`config.mk`:
```
export PLATFORM = sky130hd
export DESIGN_NAME = seq_ripple_subtractor_flat
export DESIGN_NICKNAME = d
export VERILOG_FILES = /design/src/rtl/seq_ripple_subtractor_if.sv /design/src/rtl/seq_ripple_subtractor.sv /design/src/flat_wrapper.sv
export SDC_FILE = /design/constraint.sdc
export NUM_CORES = 1
export LEC_CHECK = 0
export CORE_UTILIZATION = 48
export DETAILED_ROUTE_END_ITERATION = 7
export HOLD_SLACK_MARGIN = 0.06
export PLACE_DENSITY = 0.85
export SLEW_MARGIN = 20
export SYNTH_ARGS = -nofsm -noshare
export SYNTH_HDL_FRONTEND = slang
export SYNTH_SLANG_ARGS = --single-unit
```
`constraint.sdc`:
```
create_clock -name clk -period 3.67 [get_ports clk]
set_input_delay 0.367 -clock clk [delete_from_list [all_inputs] [get_ports clk]]
set_output_delay 0.367 -clock clk [all_outputs]
set_load 0.05 [all_outputs]
```
`src/rtl/seq_ripple_subtractor_if.sv`:
```
// seq_ripple_subtractor_if: operand/result valid-ready bundle; ovf present only with SUB_OVF_EN
interface seq_ripple_subtractor_if #(parameter int N = 8);
  logic in_valid;
  logic in_ready;
  logic [N-1:0] x;
  logic [N-1:0] y;
  logic bin;
  logic out_valid;
  logic out_ready;
  logic [N-1:0] d;
  logic bout;
`ifdef SUB_OVF_EN
  logic ovf;
  modport master(output in_valid, x, y, bin, out_ready, input in_ready, out_valid, d, bout, ovf);
  modport slave(input in_valid, x, y, bin, out_ready, output in_ready, out_valid, d, bout, ovf);
`else
  modport master(output in_valid, x, y, bin, out_ready, input in_ready, out_valid, d, bout);
  modport slave(input in_valid, x, y, bin, out_ready, output in_ready, out_valid, d, bout);
`endif
endinterface

```
`src/rtl/seq_ripple_subtractor.sv`:
```
// seq_ripple_subtractor: digit-serial d = x - y - bin, W bits per cycle, LSB first; SUB_OVF_EN adds signed overflow
module seq_ripple_subtractor #(
  parameter int N = 8,
  parameter int W = 2
) (
  input logic clk,
  input logic reset,
  seq_ripple_subtractor_if.slave s
);
  localparam int ITER = N / W;
  localparam int CW = ITER > 1 ? $clog2(ITER) : 1;
  if (N % W != 0) begin : g_chk
    $error("seq_ripple_subtractor: N must be divisible by W");
  end
  typedef enum logic [1:0] {IDLE, RUN, DONE} state_t;
  state_t state, state_n;
  logic [N-1:0] xr, yr, dr;
  logic br, bo, b, last;
  logic [CW-1:0] cnt;
  logic [W-1:0] diff;
  logic [31:0] off;
  assign off = 32'(cnt) * 32'(W);
  assign last = cnt == CW'(ITER - 1);
  assign {b, diff} = {1'b0, xr[off +: W]} - {1'b0, yr[off +: W]} - (W + 1)'(br);
  always_ff @(posedge clk)
    if (reset) state <= IDLE;
    else state <= state_n;
  always_comb begin
    state_n = state;
    if (state == IDLE && s.in_valid) state_n = RUN;
    else if (state == RUN && last) state_n = DONE;
    else if (state == DONE && s.out_ready) state_n = IDLE;
  end
  always_ff @(posedge clk)
    if (reset) begin
      dr <= '0;
      bo <= 1'b0;
      br <= 1'b0;
      cnt <= '0;
    end else if (state == IDLE && s.in_valid) begin
      xr <= s.x;
      yr <= s.y;
      br <= s.bin;
      cnt <= '0;
    end else if (state == RUN) begin
      dr[off +: W] <= diff;
      br <= b;
      cnt <= cnt + 1'b1;
      if (last) bo <= b;
    end
`ifdef SUB_OVF_EN
  // signed overflow: operand signs differ and the result sign departs from the minuend's
  logic ov;
  always_ff @(posedge clk)
    if (reset) ov <= 1'b0;
    else if (state == RUN && last) ov <= (xr[N-1] != yr[N-1]) && (diff[W-1] != xr[N-1]);
  assign s.ovf = ov;
`endif
  assign s.in_ready = state == IDLE && !reset;
  assign s.out_valid = state == DONE;
  assign s.d = dr;
  assign s.bout = bo;
endmodule

```
`src/flat_wrapper.sv`:
```
// flat-port wrapper written by rule: the top's interface ports become plain ports
module seq_ripple_subtractor_flat 
#(
  parameter int N = 8,
  parameter int W = 2
)
  (clk, reset, s_in_valid, s_x, s_y, s_bin, s_out_ready, s_in_ready, s_out_valid, s_d, s_bout);
  seq_ripple_subtractor_if #(.N(N)) s_i ();
  input logic clk;
  input logic reset;
  input wire logic [$bits(s_i.in_valid)-1:0] s_in_valid;
  input wire logic [$bits(s_i.x)-1:0] s_x;
  input wire logic [$bits(s_i.y)-1:0] s_y;
  input wire logic [$bits(s_i.bin)-1:0] s_bin;
  input wire logic [$bits(s_i.out_ready)-1:0] s_out_ready;
  output wire logic [$bits(s_i.in_ready)-1:0] s_in_ready;
  output wire logic [$bits(s_i.out_valid)-1:0] s_out_valid;
  output wire logic [$bits(s_i.d)-1:0] s_d;
  output wire logic [$bits(s_i.bout)-1:0] s_bout;
  assign s_i.in_valid = s_in_valid;
  assign s_i.x = s_x;
  assign s_i.y = s_y;
  assign s_i.bin = s_bin;
  assign s_i.out_ready = s_out_ready;
  assign s_in_ready = s_i.in_ready;
  assign s_out_valid = s_i.out_valid;
  assign s_d = s_i.d;
  assign s_bout = s_i.bout;
  seq_ripple_subtractor #(.N(N), .W(W)) u_core (.clk(clk), .reset(reset), .s(s_i));
endmodule
```
==> impl_metrics.tcl, run 1 <==
set metrics [dict create \
    status "finished, final reports clean" \
    rows 18 \
    antenna_found_initial 0 \
    power.leakage_nw 0.6303 \
    wirelength_mm 2.271 \
    hold_viol 0 \
    drive_gt1_share_pct 9.655 \
    p_per_area_nw_per_um2 377.3 \
    synth.avg_cell_area_um2 12.49 \
    area_growth_pct 27.39 \
    initial_utilization_pct 53.02 \
    cts_buffer_depth 2 \
    synthCells 109 \
    ys_types 31 \
    grt_max_degree 17 \
    yosysTopAreaCell "edfxtp_1" \
    worstSetupEndpointType "flop" \
    worst_setup_path_start_kind "flop" \
    grt_overflow 0 \
    n_fill_cell 206 \
    maxCapViolCount 0 \
    register_area_um2 760.7 \
    cts_resized 0 \
    via_count 927 \
    ys_ff_latch 30 \
    fin_util_pct 67.54 \
    grt_pass1_wl_mm 3.726 \
    die_area_um2 3053 \
    fp.dieW_um 55.26 \
    multi_input_area_um2 539.3 \
    die_y_um 55.26 \
    yosysSeqAreaShare_pct 55.88 \
    cts_setup_buffers 0 \
    postRouteAntennaNets 0 \
    clkSlewWorstSetupHoldPaths_ns 0.09 \
    required_ns 3.93 \
    worstPathMaxFanout 15 \
    post-route-cell-area_um2 1734 \
    cts_hold_buf 0 \
    setup_viol 0 \
    cts_tree "yes" \
    synth_top_area_share_pct 35.29 \
    cts-buffers-inserted 5 \
    drc 0 \
    peakVddDrop_uv 325.1 \
    track_usage_pct 16.22 \
    clock_skew_ns 0.005873 \
    rsz0062_at_grt "no" \
    dp_hpwl_mm 1.663 \
    drt_pass1_iterations 4 \
    port_buffers 31 \
    crit_arrival_ns 3.13 \
    core_area_um2 2567 \
    cts_root_buf "clkbuf_4" \
    grt_pass1_vias 873 \
    place_congestion 0.7972 \
    nNetsFinal 172 \
    fmax_ghz 0.3478 \
    critical_path_class "reg -> reg" \
    max_slew_margin_pct 61.24 \
    n_antenna_cell 0 \
    h-tree-depth 2 \
    finalCriticalPeriod_ns 2.875 \
    io-pin-count 32 \
    cts_sinks 30 \
    finalSetupTns_ns 0 \
    ys_top_cells_by_area "edfxtp_1, dfxtp_1, mux4_2, ha_1, a21oi_1" \
    placed_cell_area_um2 1685 \
    drv_slew 0 \
    tightest_slew_ns 0.5796 \
    hold_path_class "reg -> reg" \
    syn_area_um2 1361 \
    routed_via_density 5.297 \
    wire_per_inst_um 12.98 \
    clk_latency_ns 0.33 \
    synth_nets 137 \
    fin_crit_sh_pct 78.34 \
    drt_iter0_markers 9 \
    ys_warn_count 0 \
]
-- where the power goes --
| part | switching, mW | internal [mW] |
|---|---|---|
| sequential | 0.0113 | 0.367 |
| clock | 0.108 | 0.0680 |
| combinational | 0.0490 | 0.0508 |
-- path summary, 6_finish.rpt --
path	start	slack, ns	endpoint	cells past startpoint
worst min-delay path	u_core.s.d[6]	0.45	u_core.s.d[6]	2
worst min register to register	u_core.s.d[6]	0.45	u_core.s.d[6]	2
worst max-delay path	u_core.cnt[0]	0.79	u_core.s.d[7]	7
worst max register to register	u_core.cnt[0]	0.79	u_core.s.d[7]	7
-- per-stage QoR --
step | setup WS (ns) | hold WS [ns] | power (mW) | cells
3_5_place_dp | 0.8023 | 0.4470 | 0.4869 | 167
5_1_grt | 0.6731 | 0.4810 | 0.6884 | 175
6_report | 0.7948 | 0.4527 | 0.6542 | 175
3_3_place_gp | 0.8803 | 0.4380 | 0.4828 | 167
2_1_floorplan | 1.083 | 0.4361 | 0.4468 | 109
4_1_cts | 0.7750 | 0.4578 | 0.6644 | 175
-- placed cells by master (no fill, tap or decap) --
master	Yosys	layout
nand3b_1	3	3
nor2b_1	2	2
nor4b_1	2	2
o21ai_0	2	2
nand3_1	3	3
fa_1	2	2
or3_1	1	1
a22oi_1	1	1
nor2_1	4	4
or4_1	2	2
clkdlybuf4s50_1	0	31
and2b_2	1	1
edfxtp_1	16	16
or3b_2	1	1
mux4_2	4	4
nand4_1	1	1
mux2i_1	1	1
nand2_1	13	13
or3b_1	1	1
nor3_1	1	1
dfxtp_1	14	14
and4b_1	1	1
buf_4	0	1
nor3b_1	1	1
a2111oi_0	1	1
nand3b_4	2	2
o21bai_1	1	1
clkinv_1	0	3
inv_1	8	8
clkbuf_4	0	5
a21oi_1	11	11
ha_1	5	5
-- area by class of cell --
| class | count | area share [%] |
|---|---|---|
| clock buffer | 5 | 2.165 |
| clock inverter | 3 | 0.6494 |
| inverter | 8 | 1.732 |
| multi-input combinational | 67 | 31.10 |
| sequential | 30 | 43.87 |
| tap | 30 | 2.165 |
| timing repair buffer | 32 | 18.33 |
-- critical path, cell delays in order, from the launching register on --
cell and delay, ns:
dfxtp_1 0.69, mux4_2 0.59, fa_1 0.38, inv_1 0.09, fa_1 0.47, nor4b_1 0.31
nand3_1 0.11, a21oi_1 0.16
-- sequential cells by signal, indices dropped and copies added, names as in the netlist --
| signal | count |
|---|---|
| u_core.state | 2 |
| u_core.s.bout | 1 |
| u_core.br | 1 |
| u_core.yr | 8 |
| u_core.s.d | 8 |
| u_core.cnt | 2 |
| u_core.xr | 8 |
-- per-layer routing --
metal  wire length (um)  global-route usage [%]  vias to the layer above
met4                 36                   7.500                        0
met2               1114                   26.33                       32
li1                   -                       -                      464
met5                  0                       0                        -
met3                149                   7.260                        5
met1                970                   18.25                      426
-- synthesized netlist by cell type --
master	count
nand2_1	13
dfxtp_1	14
nand3b_4	2
nand3b_1	3
o21ai_0	2
mux4_2	4
buf_6	2
a22oi_1	1
mux2i_1	1
nor2_1	4
ha_1	5
and4b_1	1
edfxtp_1	16
or3b_1	1
buf_2	1
nand3_1	3
fa_1	2
nor2b_1	2
or3b_2	1
o21bai_1	1
clkbuf_1	1
nor4b_1	2
nor3_1	1
or4_1	2
or3_1	1
inv_1	8
a21oi_1	11
nor3b_1	1
nand4_1	1
and2b_2	1
a2111oi_0	1
-- cell families after synthesis --
family | count (synthesis) | share of synthesized area, %
flops | 30 | 55.88
compound gates | 16 | 6.526
simple gates | 39 | 18.20
mux | 5 | 7.353
fa+ha+maj | 7 | 7.537
buf+inv | 12 | 4.503
No activity file was read; power rests on OpenSTA's default activity.
==> run 2, diff against run 1 <==
--- a/config.mk
+++ b/config.mk
@@ -5,10 +5,10 @@
 export SDC_FILE = /design/constraint.sdc
 export NUM_CORES = 1
 export LEC_CHECK = 0
-export CORE_UTILIZATION = 48
+export CORE_UTILIZATION = 44
 export DETAILED_ROUTE_END_ITERATION = 7
 export HOLD_SLACK_MARGIN = 0.06
-export PLACE_DENSITY = 0.85
+export PLACE_DENSITY = 0.83
 export SLEW_MARGIN = 20
 export SYNTH_ARGS = -nofsm -noshare
 export SYNTH_HDL_FRONTEND = slang
==> constraint.sdc (replaced) <==
create_clock -name clk -period 2.6 [get_ports clk]
set_input_delay 0.26 -clock clk [delete_from_list [all_inputs] [get_ports clk]]
set_output_delay 0.26 -clock clk [all_outputs]
set_load 0.05 [all_outputs]
==> impl_metrics.tcl, run 2 (same netlist as run 1, synthesis figures left out) <==
set metrics [dict create \
    status "complete, but fails checks" \
    violations "DRC" \
    max_slew_margin_pct 63.76 \
    grt_max_degree 17 \
    pre_cts_slack_ns 0.1208 \
    required_ns 2.88 \
    routed.top_layer "met4" \
    cp_slowest_cell "fa_2" \
    fin_util_pct 62.50 \
    nNetsFinal 176 \
    sequentialPowerShare_pct 55.7 \
    clock_skew_ns 0.01038 \
    port_buffers 31 \
    finalCriticalPeriod_ns 2.420 \
    hold_viol 0 \
    initial_utilization_pct 47.72 \
    p_clk_share_pct 27.3 \
    area_growth_pct 30.97 \
    wire_per_inst_um 14.63 \
    dr_wl_met3_um 145 \
    report.power.total_mw 0.9534 \
    rows 19 \
    hold_path_class "reg -> reg" \
    timing.final.ws_setup_ns 0.1796 \
    worstSetupEndpointType "flop" \
    switching_share_pct 26.48 \
    io-pin-count 32 \
    critPathMaxStageDelay_ns 0.48 \
    dp_hpwl_mm 1.885 \
    clk_latency_ns 0.34 \
    h-tree-depth 2 \
    via_count 958 \
    fin_crit_sh_pct 93.09 \
    p_switching_mw 0.2525 \
    worst_setup_path_start_kind "flop" \
    crit_chain "buf_4 > mux4_2 > inv_1 > fa_1 > inv_1 > fa_2 > or3b_1 > a21oi_1" \
    rsz0062_at_grt "no" \
    drv_slew 0 \
    peakVddDrop_uv 368.5 \
    drive_gt1_share_pct 15.44 \
    critical_path_class "reg -> reg" \
    cts-buffers-inserted 5 \
    clkSlewWorstSetupHoldPaths_ns 0.09 \
    grt_pass1_wl_mm 4.388 \
    combPwrFrac_pct 17.0 \
    crit_arrival_ns 2.70 \
    critPathMostFrequentCell "inv_1" \
    cts_root_buf "clkbuf_4" \
    p_per_area_nw_per_um2 534.8 \
    fp.dieW_um 57.62 \
    power.leakage_nw 0.6557 \
    fmax_ghz 0.4131 \
    maxCapViolCount 0 \
    wirelength_mm 2.633 \
    setup_viol 0 \
    die_area_um2 3320 \
    layout_commonest_cell "clkdlybuf4s50_1" \
    finalSetupTns_ns 0 \
    cts_buffer_depth 2 \
    drt_iter0_markers 43 \
    drc 3 \
    cts_tree "yes" \
    placed_cell_area_um2 1717 \
    place_congestion 0.8388 \
    n_antenna_cell 0 \
    cts_sinks 30 \
    track_usage_pct 18.45 \
    grt_pass1_vias 960 \
    antenna_found_initial 0 \
    final_cell_mix "clkdlybuf4s50_1, edfxtp_1, nand2_1, dfxtp_1, a21oi_1" \
    die_y_um 57.62 \
    wl_met1_mm 1.052 \
    intPower_mw 0.7009 \
    worstPathMaxFanout 4 \
    wl_met2_mm 1.381 \
    grt_overflow 0 \
    core_area_um2 2853 \
    post-route-cell-area_um2 1783 \
    routed_via_density 5.322 \
    drt_pass1_iterations 6 \
    tightest_slew_ns 0.5425 \
    postRouteAntennaNets 0 \
]
[run 2: cell count changes in the layout (fill, tap and decap cells not counted), sizes merged]
cell | previous run | this run
clkinv | 3 | 2
buf | 1 | 5
clkbuf | 5 | 6
[run 2: metrics by stage]
| stage | std cells | hold slack, ns |
|---|---|---|
| after detailed placement | 172 | 0.4516 |
| final | 180 | 0.4579 |
| after floorplan | 109 | 0.3291 |
| after global placement | 172 | 0.4378 |
| after global routing | 180 | 0.4540 |
| after CTS | 180 | 0.4628 |
[run 2: power by group through the flow]
stage,Clock [mW],Sequential [mW],Combinational (mW)
4_1_cts,0.269,0.531,0.153
3_5_place_dp,0,0.542,0.152
6_report,0.261,0.531,0.162
3_3_place_gp,0,0.540,0.147
2_1_floorplan,0,0.545,0.0854
5_1_grt,0.297,0.534,0.175
[run 2: final timing paths]
path | start | to | depth (start not counted) | slack (ns)
setup / recovery | u_core.cnt[0] | u_core.s.d[5] | 8 | 0.18
hold / removal | u_core.s.d[6] | u_core.s.d[6] | 2 | 0.46
setup reg to reg | u_core.cnt[0] | u_core.s.d[5] | 8 | 0.18
hold reg to reg | u_core.s.d[6] | u_core.s.d[6] | 2 | 0.46
[run 2: area by class of cell]
type                       instances  area [um^2]
tap                               31        38.79
multi-input combinational         67        554.3
timing repair buffer              36        347.8
clock inverter                     2        8.758
clock buffer                       6        41.29
sequential                        30        762.0
fill                             233         1070
inverter                           8        30.03
[run 2: worst max-delay path: cells and delay by family (launching register included)]
kind / cells / cell delay (ns)
AOI/OAI and AO/OA: 1 / 0.14
and+or+nand+nor: 1 / 0.39
DFF: 1 / 0.35
adders and majority gates: 2 / 0.85
muxes: 1 / 0.33
buffers and inverters: 3 / 0.29
[run 2: timing repair]
item                       in CTS  in global routing
resized for setup               0                  4
setup endpoints to repair       0                  3
buffers inserted                0                  0
hold buffers                    0                  0
[run 2: routing by layer]
metal / global-route usage (%) / vias up
met3: 5.580 / 5
met5: 0 / -
met1: 21.34 / 453
met2: 31.56 / 31
met4: 8.362 / 0
li1: - / 469
==> run 3, diff against run 2 <==
--- a/config.mk
+++ b/config.mk
@@ -5,6 +5,7 @@
 export SDC_FILE = /design/constraint.sdc
 export NUM_CORES = 1
 export LEC_CHECK = 0
+export CORE_MARGIN = 4
 export CORE_UTILIZATION = 44
 export DETAILED_ROUTE_END_ITERATION = 7
 export HOLD_SLACK_MARGIN = 0.06
==> impl_metrics.tcl, run 3 (same netlist as run 1, synthesis figures left out) <==
set metrics [dict create \
    status "finished, final reports clean" \
    critical_path_class "reg -> reg" \
    grt_overflow 0 \
    dr_wl_met3_um 181 \
    cts_tree "yes" \
    wl_met2_mm 1.209 \
    required_ns 2.85 \
    io-pin-count 32 \
    drv_slew 0 \
    rsz0062_at_grt "no" \
    initial_utilization_pct 47.72 \
    clk_latency_ns 0.32 \
    fmax_ghz 0.4025 \
    cts_root_buf "clkbuf_4" \
    drt_pass1_iterations 4 \
    p_clk_share_pct 27.0 \
    combPwrFrac_pct 16.4 \
    timing.final.ws_setup_ns 0.1153 \
    grt_max_degree 17 \
    drive_gt1_share_pct 14.19 \
    pre_cts_slack_ns 0.04754 \
    layout_commonest_cell "clkdlybuf4s50_1" \
    fp.dieW_um 63.62 \
    core_area_um2 2853 \
    drt_iter0_markers 38 \
    routed_via_density 5.291 \
    p_per_area_nw_per_um2 530.9 \
    fin_crit_sh_pct 95.56 \
    intPower_mw 0.6961 \
    p_switching_mw 0.2406 \
    n_antenna_cell 0 \
    grt_pass1_vias 995 \
    nNetsFinal 175 \
    hold_path_class "reg -> reg" \
    area_growth_pct 29.60 \
    grt_pass1_wl_mm 4.188 \
    worstSetupEndpointType "flop" \
    final_cells 179 \
    wirelength_mm 2.416 \
    postRouteAntennaNets 0 \
    die_area_um2 4048 \
    drc 0 \
    sequentialPowerShare_pct 56.6 \
    wire_per_inst_um 13.50 \
    routed.top_layer "met4" \
    switching_share_pct 25.69 \
    report.power.total_mw 0.9367 \
    cts_setup_buffers 0 \
    max_slew_margin_pct 62.28 \
    peakVddDrop_uv 338.3 \
    post-route-cell-area_um2 1764 \
    final_cell_mix "clkdlybuf4s50_1, edfxtp_1, nand2_1, dfxtp_1, a21oi_1" \
    tightest_slew_ns 0.5641 \
    dp.cells 171 \
    multi_input_area_um2 545.5 \
    holdWs_ns 0.4536 \
    register_area_um2 762.0 \
    cts_sinks 30 \
    power.leakage_nw 0.6503 \
    die_y_um 63.62 \
    worstPathMaxFanout 4 \
    maxCapViolCount 0 \
    h-tree-depth 2 \
    port_buffers 31 \
    antenna_found_initial 0 \
    finalSetupTns_ns 0 \
    cts_hold_buf 0 \
    place_congestion 0.8100 \
    via_count 947 \
    cts_resized 0 \
    cts_buffer_depth 2 \
    clkSlewWorstSetupHoldPaths_ns 0.09 \
    wl_met1_um 999 \
    fin_util_pct 61.84 \
    n_fill_cell 258 \
    setup_viol 0 \
    dp_hpwl_mm 1.872 \
    crit_arrival_ns 2.73 \
    hold_viol 0 \
    rows 19 \
    worst_setup_path_start_kind "flop" \
    cts-buffers-inserted 5 \
    finalCriticalPeriod_ns 2.485 \
    track_usage_pct 13.47 \
    clock_skew_ns 0.008743 \
    placed_cell_area_um2 1707 \
]
[run 3: cell count changes in the layout (fill, tap and decap cells not counted), sizes merged]
cell,before,now
clkdlybuf4s50,31,30
[run 3: critical path: stages, from the launching register on]
cell and delay [ns]:
dfxtp_2 0.39, mux4_2 0.51, fa_1 0.38, inv_1 0.08
fa_1 0.48, nor4b_1 0.28, nand3_1 0.11, a21oi_1 0.17
[run 3: final timing paths]
| check | start | to | slack, ns | depth (start not counted) |
|---|---|---|---|---|
| setup / recovery | u_core.cnt[0] | u_core.s.d[1] | 0.12 | 7 |
| hold / removal | u_core.s.d[0] | u_core.s.d[0] | 0.45 | 2 |
| setup reg to reg | u_core.cnt[0] | u_core.s.d[1] | 0.12 | 7 |
| hold reg to reg | u_core.s.d[0] | u_core.s.d[0] | 0.45 | 2 |
[run 3: layout make-up]
class | count | area share, %
Inverter | 8 | 1.702
Multi-Input combinational cell | 67 | 30.92
Tap cell | 31 | 2.199
Clock inverter | 2 | 0.4965
Sequential cell | 30 | 43.19
Clock buffer | 6 | 2.340
Timing Repair Buffer | 35 | 19.15
[run 3: power by group through the flow]
stage	logic (mW)	clock network (mW)	registers [mW]
after floorplan	0.0854	0	0.545
after global placement	0.146	0	0.540
final	0.153	0.253	0.530
after CTS	0.152	0.265	0.530
after detailed placement	0.152	0	0.541
after global routing	0.166	0.289	0.533
[run 3: metal layers]
metal / vias to the layer above / global-route usage (%)
li1: 468 / -
met3: 3 / 6.394
met2: 36 / 24.77
met4: 0 / 4.313
met5: - / 0
met1: 440 / 13.12
